<file path="src/rtl/fifo_word_reader_pkg.sv">
// fifo_word_reader_pkg
//   Shared types and helpers for the FIFO word packer and the matching
//   writer-side unpacker.
//   - state_t   : FILL (collecting entries) / HOLD (word presented)
//   - keep_mask : returns a mask with the n low bits set (n up to 32)
package fifo_word_reader_pkg;

  typedef enum logic {
    FILL = 1'b0,
    HOLD = 1'b1
  } state_t;

  localparam int KEEP_MAX = 32;

  // n-low-bits-set mask. Callers truncate to their own lane count, so the
  // result is sized for the widest supported word.
  function automatic logic [KEEP_MAX-1:0] keep_mask(input int unsigned n);
    logic [KEEP_MAX-1:0] one;
    one = {{(KEEP_MAX-1){1'b0}}, 1'b1};
    if (n >= KEEP_MAX) return '1;
    return (one << n) - one;
  endfunction

endpackage

</file>
<file path="src/rtl/fifo_word_reader.sv">
// fifo_word_reader
//   Drains a first-word-fall-through FIFO and packs WORD_BYTES consecutive
//   entries little-endian into one word, presented on a valid/ready stream.
//   A flush closes a partial word, which carries a keep mask and last marker.
// Ports:
//   i_clk, i_rst         clock, synchronous active-high reset
//   i_empty, i_data      FIFO read side (head entry valid when !i_empty)
//   o_pop                FIFO pop strobe (combinational)
//   i_flush              single-cycle request to close the pending word
//   o_valid, i_ready     output stream handshake
//   o_data, o_keep       packed word and per-lane valid mask
//   o_last, o_count      word closed by flush / number of valid entries
module fifo_word_reader
  import fifo_word_reader_pkg::*;
#(
  parameter int DATA_WIDTH = 8,
  parameter int WORD_BYTES = 4,
  localparam int CNT_WIDTH = $clog2(WORD_BYTES)
) (
  input  logic                             i_clk,
  input  logic                             i_rst,
  input  logic                             i_empty,
  input  logic [DATA_WIDTH-1:0]            i_data,
  output logic                             o_pop,
  input  logic                             i_flush,
  output logic                             o_valid,
  input  logic                             i_ready,
  output logic [DATA_WIDTH*WORD_BYTES-1:0] o_data,
  output logic [WORD_BYTES-1:0]            o_keep,
  output logic                             o_last,
  output logic [CNT_WIDTH:0]               o_count
);

  state_t                state_reg;
  logic [CNT_WIDTH-1:0]  cnt_reg;
  logic [WORD_BYTES-1:0] keep_reg;
  logic                  last_reg;
  logic [CNT_WIDTH:0]    count_reg;
  logic [DATA_WIDTH-1:0] lane_reg [WORD_BYTES];

  logic                  pop;
  logic                  fill_last_lane;
  logic                  handshake;
  logic [CNT_WIDTH:0]    n_total;

  assign pop            = (state_reg == FILL) && !i_empty && !i_rst;
  assign fill_last_lane = pop && (cnt_reg == CNT_WIDTH'(WORD_BYTES - 1));
  assign handshake      = (state_reg == HOLD) && i_ready;
  // Entries in the word if it were closed this cycle, including a
  // coincident pop.
  assign n_total        = {1'b0, cnt_reg} + (CNT_WIDTH + 1)'(pop);

  assign o_pop   = pop;
  assign o_valid = (state_reg == HOLD);
  assign o_keep  = keep_reg;
  assign o_last  = last_reg;
  assign o_count = count_reg;

  always_ff @(posedge i_clk) begin
    if (i_rst) begin
      state_reg <= FILL;
      cnt_reg   <= '0;
      keep_reg  <= '0;
      last_reg  <= 1'b0;
      count_reg <= '0;
    end else begin
      case (state_reg)
        FILL: begin
          if (fill_last_lane) begin
            // A flush on the filling pop just marks the full word as last.
            state_reg <= HOLD;
            cnt_reg   <= '0;
            keep_reg  <= '1;
            count_reg <= (CNT_WIDTH + 1)'(WORD_BYTES);
            last_reg  <= i_flush;
          end else if (i_flush && (n_total != '0)) begin
            state_reg <= HOLD;
            cnt_reg   <= '0;
            keep_reg  <= WORD_BYTES'(keep_mask(32'(n_total)));
            count_reg <= n_total;
            last_reg  <= 1'b1;
          end else if (pop) begin
            cnt_reg <= cnt_reg + 1'b1;
          end
        end
        HOLD: begin
          if (i_ready) begin
            state_reg <= FILL;
            keep_reg  <= '0;
            count_reg <= '0;
            last_reg  <= 1'b0;
          end
        end
        default: state_reg <= FILL;
      endcase
    end
  end

  // Lane register file: each lane loads on a pop aimed at it and clears on
  // the handshake, so lanes past a partial word always read zero.
  generate
    for (genvar gi = 0; gi < WORD_BYTES; gi++) begin : g_lane
      always_ff @(posedge i_clk) begin
        if (i_rst || handshake) begin
          lane_reg[gi] <= '0;
        end else if (pop && (cnt_reg == CNT_WIDTH'(gi))) begin
          lane_reg[gi] <= i_data;
        end
      end

      // The word is only driven while presented.
      assign o_data[gi*DATA_WIDTH +: DATA_WIDTH] =
        (state_reg == HOLD) ? lane_reg[gi] : '0;
    end
  endgenerate

endmodule
</file>
<file path="config.mk">
export PLATFORM = sky130hd
export DESIGN_NAME = fifo_word_reader
export DESIGN_NICKNAME = d
export VERILOG_FILES = /design/src/rtl/fifo_word_reader_pkg.sv /design/src/rtl/fifo_word_reader.sv
export SDC_FILE = /design/constraint.sdc
export NUM_CORES = 1
export LEC_CHECK = 0
export ABC_CLOCK_PERIOD_IN_PS = 3600
export CAP_MARGIN = 40
export CORE_ASPECT_RATIO = 1.5
export CORE_UTILIZATION = 44
export CTS_CLUSTER_DIAMETER = 50
export CTS_CLUSTER_SIZE = 40
export DETAILED_ROUTE_END_ITERATION = 8
export PLACE_DENSITY_LB_ADDON = 0.25
export SLEW_MARGIN = 10
export SYNTH_ARGS = -nofsm -noshare
export SYNTH_HDL_FRONTEND = slang
export SYNTH_SLANG_ARGS = --single-unit
</file>
<file path="constraint.sdc">
create_clock -name i_clk -period 3.6 [get_ports i_clk]
set_input_delay 0.9 -clock i_clk [delete_from_list [all_inputs] [get_ports i_clk]]
set_output_delay 0.9 -clock i_clk [all_outputs]
set_load 0.02 [all_outputs]
</file>
==> results of run 1 <==
[final cells by class]
cell class                 count  area, sq um
sequential                    43         1180
multi-input combinational    125          867
tap                           64         80.1
clock buffer                   6         72.6
clock inverter                 2         60.1
inverter                       3         11.3
timing repair buffer          64          616
fill                         384         1690
[cell families after synthesis]
logic type	Yosys count	synth area share [%]
adders and majority gates	7	4.14
DFF	43	55.9
buffers and inverters	16	3.37
AOI/OAI and AO/OA	24	8.76
and+or+nand+nor	94	27.9
[layout by cell type (no fill, tap or decap), drive strengths merged, types with 4 or more instances in the layout]
master / synthesis / layout
clkdlybuf4s50: 0 / 54
and2: 41 / 41
edfxtp: 32 / 32
and3: 24 / 24
nand2: 11 / 11
dfxtp: 11 / 11
buf: 4 / 10
ha: 7 / 7
clkbuf: 9 / 6
a31oi: 4 / 4
[report_power, final]
group,switching [uW],internal [uW],total (uW)
combinational,210,165,374
sequential,18.2,589,607
clock,162,277,439
total,390,1030,1420
[worst max-delay path, stage by stage]
cell	delay, ps
clkdlybuf4s50_1	440
nor3_2	200
buf_4	290
clkdlybuf4s50_1	650
[layer usage]
metal	GRT usage (%)	vias up	part of all wire [%]
li1	-	781	-
met1	22.9	727	41
met2	32.7	49	52
met3	4.01	13	4.3
met4	11.7	0	3.1
met5	0	-	0
[path summary, 6_finish.rpt]
path | start | end | slack, ps
setup / recovery | i_empty | o_pop | 230
hold / removal | o_last | o_last | 480
setup reg to reg | o_valid | o_keep[2] | 960
hold reg to reg | o_last | o_last | 480
[metrics by stage]
stage	hold WS (ps)	utilization (%)	area [sq um]
after floorplan	524	-	2110
after global placement	459	60.2	2760
final	480	63.1	2890
after detailed placement	463	60.2	2760
after global routing	515	63.1	2890
after CTS	481	63.1	2890
==> impl_results.md, run 1 <==
- Number of synthesis warnings: 0
- Largest register FFs: 32
- Initial antenna violation count: 0
- Yosys top cell area share: 45.4%
- Dominant cell by count in the synthesized netlist: and2_1
- Critical path type: in2out
- Overall routing resource usage: 19.6%
- Post-CTS Hold Fix Bufs: 0
- HP Class: reg2reg
- Final Hold Viols: 0
- Layout cells sized above 1: 9.88%
- H-tree lvl count: 2
- Routed Antenna Nets: 0
- Ys flop type: edfxtp_1
- Core area: 4580 sq um
- DRC viols: 0
- Status: complete, no violations
- Worst Tran Pin Value: 679 ps
- # diodes: 0
- Post-route minimum period: 3370 ps
- Initial core utilization: 46.2%
- Hold Path Depth: 2
- Mapped Avg Cell Area: 11.5 sq um
- Syn Nets: 204
- Num rows: 30
- Gr ovfl total: 0
- CP Capture Type: output pin
- Post-synth EDFFs: 32
- Worst Skew: 11.2 ps
- # Post-CTS Setup Buffers: 0
- Power after layout: 1420 uW
- CP arrival: 2470 ps
- Slew HR: 54.6%
- Count of cells resized by post-cts repair: 0
- Setup repair after global routing missed its margin: no
- Post-place setup slack: 131 ps
- CTS Buf Count: 5
- Clk pin slew, worst setup/hold paths: 80 ps
- Sum Neg Setup Slack: 0 ps
- Max-slew violations: 0
- DR iter-0 viols: 26
- Die ar.: 5090 sq um
- Drt first pass iters: 4
- Wirelength per Cell: 15.0 microns
- Clock Latency Late Sink: 300 ps
- MaxCap Viol Count: 0
- Worst-path fanout max: 30
- Leakage: 0.00116 uW
- Mapped Cells: 184
- Clock Path Buffers: 2
- Ys async rst share: 0%
- Cell Area, Synth: 2110 sq um
- CTS sink cnt: 43
- Dominant cell type by area after synthesis: edfxtp_1
- Tcrit/Tclk final: 93.7%
- Number of global-route vias before repair: 1,522
- Detail-routed via count per cell: 5.11
- Area contributors post-synth: edfxtp_1, and2_1, dfxtp_1, and3_1, ha_1
- Root buf cell: clkbuf_8
- Total Wirelength: 4590 microns
- Fmax: 0.296 GHz
- FF-to-FF path depth: 9
- Largest net degree at the start of global routing: 31
- Layout area overhead: 36.6%
- Critical path required time: 2700 ps
- Final cell count without fillers: 307
- First-pass GRT wire length: 7360 microns
- Vias: 1,570
- Total Nets Final: 262
- Yosys cell types: 38
- Yosys reg bits: 43
- Die Ht: 86.9 microns
- Seq/Total Area, Yosys: 55.9%
- DPL Wire Length: 3340 microns
- Final setup margin: 226 ps
- CTS tree: built
- Port bufs: 54
- Placed cell count: 299
- Worst VDD drop: 344 uV
- Most frequent cells after synthesis: and2_1, edfxtp_1, and3_1, dfxtp_1, nand2_1
- Die span in x: 58.6 microns
- Power per Cell Area: 492 nW/um^2
- Final setup vio count: 0
- Startpoint Class: input pin
- I/O pin cnt: 55
- RD Place Congestion: 0.879
Power figures use the tool's default switching activity.
==> inputs of run 2 (changes only) <==
--- a/config.mk
+++ b/config.mk
@@ -13,7 +13,7 @@
 export CTS_CLUSTER_SIZE = 40
 export DETAILED_ROUTE_END_ITERATION = 8
 export PLACE_DENSITY_LB_ADDON = 0.25
-export SLEW_MARGIN = 10
+export SLEW_MARGIN = 30
 export SYNTH_ARGS = -nofsm -noshare
 export SYNTH_HDL_FRONTEND = slang
 export SYNTH_SLANG_ARGS = --single-unit
==> results of run 2 <==
Same layout as run 1: the final DEF is identical, and so are final timing and power.
==> inputs of run 3 (changes only) <==
--- a/config.mk
+++ b/config.mk
@@ -5,10 +5,10 @@
 export SDC_FILE = /design/constraint.sdc
 export NUM_CORES = 1
 export LEC_CHECK = 0
-export ABC_CLOCK_PERIOD_IN_PS = 3600
+export ABC_CLOCK_PERIOD_IN_PS = 3930
 export CAP_MARGIN = 40
 export CORE_ASPECT_RATIO = 1.5
-export CORE_UTILIZATION = 44
+export CORE_UTILIZATION = 52
 export CTS_CLUSTER_DIAMETER = 50
 export CTS_CLUSTER_SIZE = 40
 export DETAILED_ROUTE_END_ITERATION = 8
==> constraint.sdc (replaced) <==
create_clock -name i_clk -period 3.93 [get_ports i_clk]
set_input_delay 0.9825 -clock i_clk [delete_from_list [all_inputs] [get_ports i_clk]]
set_output_delay 0.9825 -clock i_clk [all_outputs]
set_load 0.02 [all_outputs]
==> run 3 against run 2 <==
Via count is 3.7% higher. Clock skew is 4.7 ps lower. Non-clock buffer count is 4 lower. Worst setup slack better by 170 ps. Final cell count is 7.5% lower. Worst hold slack worse by 3.5 ps. Critical path depth stayed put. Combinational power is 12% lower. Critical path type unchanged. Critical endpoint unchanged. Highest routed layer unchanged.
==> impl_results.md, run 3 (synthesis results as in run 1) <==
- Routed Antenna Nets: 0
- Number of global-route vias before repair: 1,559
- Total Wirelength: 4710 microns
- Layout area overhead: 32.8%
- Layout fillers: 292
- DPL Wire Length: 3500 microns
- CP Capture Type: output pin
- Initial core utilization: 53.9%
- Worst-path fanout max: 30
- Slew HR: 43.3%
- Die span in x: 54.1 microns
- Clock Latency Late Sink: 290 ps
- Worst VDD drop: 329 uV
- Largest register FFs: 32
- Leakage: 0.00113 uW
- CP arrival: 2550 ps
- RD Place Congestion: 0.844
- Wirelength per Cell: 16.6 microns
- Worst Tran Pin Value: 851 ps
- Total Nets Final: 258
- Worst Skew: 6.59 ps
- Logic pwr share: 27.1%
- Port bufs: 54
- CTS tree: built
- Overall routing resource usage: 24.3%
- Clk pin slew, worst setup/hold paths: 80 ps
- Reg area: 1180 sq um
- Startpoint Class: input pin
- Gr ovfl total: 0
- Final setup margin: 398 ps
- Largest net degree at the start of global routing: 45
- Power per Cell Area: 434 nW/um^2
- I/O pin cnt: 55
- Commonest non-fill, non-tap cell in the layout: clkdlybuf4s50_1
- Vias: 1,628
- Post-CTS Hold Fix Bufs: 0
- Root buf cell: clkbuf_8
- Sequential fraction of design power: 45.8%
- Most frequent cells in the layout: clkdlybuf4s50_1, and2_1, edfxtp_1, and3_1
- Clock Path Buffers: 2
- # Post-CTS Setup Buffers: 0
- H-tree lvl count: 2
- Tcrit/Tclk final: 89.9%
- CTS Buf Count: 5
- HP Class: reg2reg
- Count of cells resized by post-cts repair: 0
- MaxCap Viol Count: 0
- Critical path type: in2out
- Detail-routed via count per cell: 5.73
- CTS sink cnt: 43
- Status: complete, no violations
- Die ar.: 4330 sq um
- Power after layout: 1220 uW
- Setup repair after global routing missed its margin: no
- Post-place setup slack: 342 ps
- Die Ht: 80.1 microns
- Final Hold Viols: 0
- Multi-input logic area: 867 sq um
- Critical path required time: 2950 ps
- DR iter-0 viols: 27
- # diodes: 0
- Psw: 351 uW
- Final setup vio count: 0
- Drt first pass iters: 6
- Max-slew violations: 0
- Fmax: 0.283 GHz
- Layout cells sized above 1: 8.37%
- Clock share of power: 27.1%
- Internal power: 867 uW
- Switching share of power: 28.8%
- Sum Neg Setup Slack: 0 ps
- DRC viols: 0
- First-pass GRT wire length: 7230 microns
- Num rows: 28
- Core area: 3920 sq um
- Initial antenna violation count: 0
- Post-route minimum period: 3530 ps
## run 3: final cells by class
cell class	count	area share, %
Clock buffer	5	2.45
Clock inverter	3	1.38
Inverter	3	0.401
Multi-Input combinational cell	125	30.9
Sequential cell	43	42.0
Tap cell	45	2.00
Timing Repair Buffer	60	20.8
## run 3: per-layer routing
| metal | GRT usage (%) | share of wire, % |
|---|---|---|
| met3 | 4.55 | 4.7 |
| met1 | 24.2 | 35 |
| met4 | 18.7 | 6.7 |
| met5 | 0 | 0 |
| met2 | 41.9 | 54 |
## run 3: path summary, 6_finish.rpt
check / startpoint / end / slack (ps) / depth (start not counted)
worst max-delay path: i_empty / o_pop / 400 / 4
worst min register to register: o_last / o_last / 480 / 2
worst max register to register: o_valid / o_keep[2] / 1410 / 8
worst min-delay path: o_last / o_last / 480 / 2
## run 3: power groups by stage
stage / clock (uW) / combinational (uW) / sequential (uW)
6_report: 330 / 330 / 557
5_1_grt: 347 / 359 / 562
4_1_cts: 332 / 331 / 558
3_5_place_dp: 0 / 329 / 568
3_3_place_gp: 0 / 313 / 566
2_1_floorplan: 0 / 189 / 576
## run 3: critical path, cell delays in order
cell and delay, ps:
clkdlybuf4s50_1 430, nor3_2 200, buf_4 280, clkdlybuf4s50_1 650
## run 3: through the flow
step                area [sq um]  cells  hold WS [ps]  utilization, %
global placement            2700    276           459            68.8
detailed placement          2700    276           463            68.8
global route                2810    284           509            71.6
floorplan                   2110    184           524               -
CTS                         2810    284           480            71.6
finish                      2810    284           477            71.6
==> RTL change 1, RTL diff (config.mk and constraints of run 1) <==
Reset style: asynchronous (`i_rst`), changed in one clocked block. Comments in the files are not updated.
--- a/src/rtl/fifo_word_reader.sv
+++ b/src/rtl/fifo_word_reader.sv
@@ -56,7 +56,7 @@
   assign o_last  = last_reg;
   assign o_count = count_reg;
 
-  always_ff @(posedge i_clk) begin
+  always_ff @(posedge i_clk or posedge i_rst) begin
     if (i_rst) begin
       state_reg <= FILL;
       cnt_reg   <= '0;
Formal check against the unedited RTL: differs if i_rst is asserted again (counterexample within 4 cycles, from zero or initial values and one cycle with i_rst high); with i_rst held inactive, the same outputs for 10 cycles.
==> RTL change 1 against run 1 <==
Setup slack better by 0.24 ns. Final cell count is 0.98% lower. Sequential cell count unchanged. Synthesized area is 3.1% higher. Routed wire length about the same. Design area is 1.1% higher. Largest cell class unchanged.
Power is not compared: it rests on default switching activity, and its combinational part moved more than twofold at a synthesized area within 25%.
==> RTL change 1: results (changes against run 1) <==
status -> complete, no violations (unchanged)
Initial DRC Count -> 47 (was 26)
syn nets -> 201 (was 204)
Final nets -> 258 (was 262)
Worst Max-Slew Pin Slew -> 0.708 ns (was 0.679 ns)
number of global-route vias before repair -> 1516 (was 1522)
Top delay family on crit path -> simple AND/OR/NAND/NOR gates (was buffers and inverters)
Routed WL -> 4600 um (was 4590 um)
Fin Clk Skew -> 0.00821 ns (was 0.0112 ns)
ys async rst share -> 25.6% (was 0%)
hold_sp -> o_keep[0] (was o_last)
grt met3 use -> 3.95% (was 4.01%)
met1 Track Usage GR -> 20.2% (was 22.9%)
r2r startpoint -> o_valid (unchanged)
met2 routed WL -> 2510 um (was 2370 um)
routing usage on met2 -> 34.8% (was 32.7%)
sequential share of the synthesized area -> 56.7% (was 55.9%)
FF-to-FF End -> o_keep[2] (unchanged)
DP Area -> 2790 um2 (was 2760 um2)
Synth top area share -> 44.1% (was 45.4%)
ranking of synthesized cells by area -> edfxtp_1, dfrtp_1, and2_1 (was edfxtp_1, and2_1, dfxtp_1)
Reg2Reg Depth -> 8 (was 9)
largest net degree at the start of global routing -> 32 (was 31)
synth cell count leaders -> and2_1, edfxtp_1, and3_1, nand2_1, dfrtp_1 (was and2_1, edfxtp_1, and3_1, dfxtp_1, nand2_1)
r2r setup slk -> 0.75 ns (was 0.96 ns)
via count -> 1568 (was 1570)
Hold WS -> 0.500 ns (was 0.480 ns)
## RTL change 1: stage by stage
step / setup slack (ns) / util (%) / cells
3_3_place_gp: 0.284 / 58.0 / 296
3_5_place_dp: 0.188 / 58.0 / 296
4_1_cts: 0.447 / 60.7 / 304
5_1_grt: 0.276 / 60.7 / 304
2_1_floorplan: 0.651 / - / 180
6_report: 0.462 / 60.7 / 304
## RTL change 1: worst max path at each step
stage / endpoint
after floorplan: o_keep[2]
after global placement: o_keep[2]
after detailed placement: o_keep[2]
after CTS: o_pop
after global routing: o_keep[2]
final: o_keep[2]
## RTL change 1: layout make-up
class	instances	area [um2]	share of cell area (%)
clock buffers	6	72.6	2.49
clock inverters	2	60.1	2.06
inverters	4	15.0	0.514
multi-input cells	123	868	29.7
flip-flops and latches	43	1240	42.3
well taps	66	82.6	2.83
repair buffers	60	586	20.1
## RTL change 1: tightest hold or removal path, cell delays in order, from the launching register on
cell and delay (ns):
dfrtp_1 0.35, nand2_1 0.05, nand3_1 0.07
==> RTL change 2, RTL diff (settings of run 1) <==
Made on the original files. Set the parameter `DATA_WIDTH` to 12 (it was 8).
--- a/src/rtl/fifo_word_reader.sv
+++ b/src/rtl/fifo_word_reader.sv
@@ -13,7 +13,7 @@
 module fifo_word_reader
   import fifo_word_reader_pkg::*;
 #(
-  parameter int DATA_WIDTH = 8,
+  parameter int DATA_WIDTH = 12,
   parameter int WORD_BYTES = 4,
   localparam int CNT_WIDTH = $clog2(WORD_BYTES)
 ) (
Ports: changed (resized i_data and o_data); port bits go from 55 to 75. No check against the original RTL was run, so the function may have changed too.
==> RTL change 2 against run 1 <==
Design area increased by 31%. Register-to-register slack improved by 0.13 ns. Sequential power grew 36%. Maximum frequency down 2.8%. Clock power rose by 29%. Sequential cell count up 16. Critical path depth is the same. Clock skew is 0.0052 ns lower. Synthesized area grew 31%. Setup slack got worse by 0.096 ns. Routed wire length grew 25%. Die area rose by 30%. Total power rose by 23%. Largest power group unchanged. Highest routed layer unchanged.
==> RTL change 2: results (changes against run 1) <==
synth cell count leaders -> and2_1, edfxtp_1, and3_1, clkbuf_1, dfxtp_1 (was and2_1, edfxtp_1, and3_1, dfxtp_1, nand2_1)
gate count after technology mapping -> 233 (was 184)
max_slew headroom -> 59.5% (was 54.6%)
sequential share of the synthesized area -> 59.8% (was 55.9%)
EDFF count, synth -> 48 (was 32)
Fin Clk Skew -> 0.00606 ns (was 0.0112 ns)
worst setup path start -> i_empty (unchanged)
cell count after placement -> 369 (was 299)
largest net degree at the start of global routing -> 60 (was 31)
Final nets -> 330 (was 262)
vias per cell -> 5.13 (was 5.11)
Largest register FFs -> 48 (was 32)
Initial DRC Count -> 53 (was 26)
# fillers -> 535 (was 384)
Final HPWL DP -> 4030 um (was 3340 um)
VDD IR max -> 0.366 mV (was 0.344 mV)
syn nets -> 257 (was 204)
port buffer count -> 74 (was 54)
crit path DAT -> 2.57 ns (was 2.47 ns)
worst-path fanout max -> 40 (was 30)
status -> complete, no violations (unchanged)
first-pass GRT wire length -> 8980 um (was 7360 um)
CTS Buf Count -> 9 (was 5)
dpl ws -> 0.0693 ns (was 0.131 ns)
Final Wtd Congestion -> 0.861 (was 0.879)
htree depth -> 3 (was 2)
Worst-Skew Late Latency -> 0.33 ns (was 0.30 ns)
ys async rst share -> 0% (unchanged)
r2r startpoint -> o_valid (unchanged)
Lkg Pwr -> 1.55 nW (was 1.16 nW)
layout cell share with drive strength beyond 1 -> 8.68% (was 9.88%)
Netlist cell types -> 39 (was 38)
ranking of synthesized cells by area -> edfxtp_1, and2_1, and3_1 (was edfxtp_1, and2_1, dfxtp_1)
clk slew on worst S/H paths -> 0.06 ns (was 0.08 ns)
worst hold-check path type -> flop to flop (unchanged)
GRT Util Overall -> 18.9% (was 19.6%)
via count -> 1974 (was 1570)
==> RTL change 2: worst max-delay path: stages <==
cell             delay [ns]
clkdlybuf4s50_1        0.44
nor3_2                 0.22
buf_4                  0.34
clkdlybuf4s50_1        0.67
==> RTL change 2: per-stage QoR <==
stage,util (%),hold slack [ns],cell area (um2)
after CTS,61.5,0.464,3770
after global placement,58.5,0.440,3580
after global routing,61.5,0.492,3770
final,61.5,0.457,3770
after detailed placement,58.5,0.444,3580
after floorplan,-,0.503,2780
==> RTL change 2: layout make-up <==
class | count | area, um2 | area share, %
Clock inverter | 6 | 56.3 | 1.49
Tap cell | 74 | 92.6 | 2.46
Sequential cell | 59 | 1660 | 44.1
Inverter | 5 | 18.8 | 0.498
Multi-Input combinational cell | 151 | 1030 | 27.2
Clock buffer | 10 | 128 | 3.39
Timing Repair Buffer | 80 | 786 | 20.8
==> RTL change 2: power breakdown <==
part,switching (mW),total [mW],internal (mW)
Clock,0.254,0.568,0.313
Combinational,0.203,0.358,0.155
Sequential,0.0202,0.826,0.806
==> RTL change 2: logic make-up (layout without fill, tap and decap cells) <==
group,Yosys count,after routing,synth area share (%)
fa+ha+maj,7,7,3.15
compound gates,25,25,7.07
flops,59,59,59.8
buf+inv,23,101,3.42
simple gates,119,119,26.5
==> RTL change 2: metal layers <==
metal	vias to the layer above	part of all wire (%)	wire, um	track usage [%]
li1	975	-	-	-
met1	931	39	2220	19.4
met2	60	55	3140	34.8
met3	8	4.8	276	4.01
met4	0	1.9	109	9.00
met5	-	0	0	0
==> RTL change 2: final timing paths <==
kind,cells past startpoint,slack (ns),to
max,4,0.13,o_pop
min,1,0.46,o_last
max reg2reg,8,1.09,o_keep[2]
min reg2reg,1,0.46,o_last
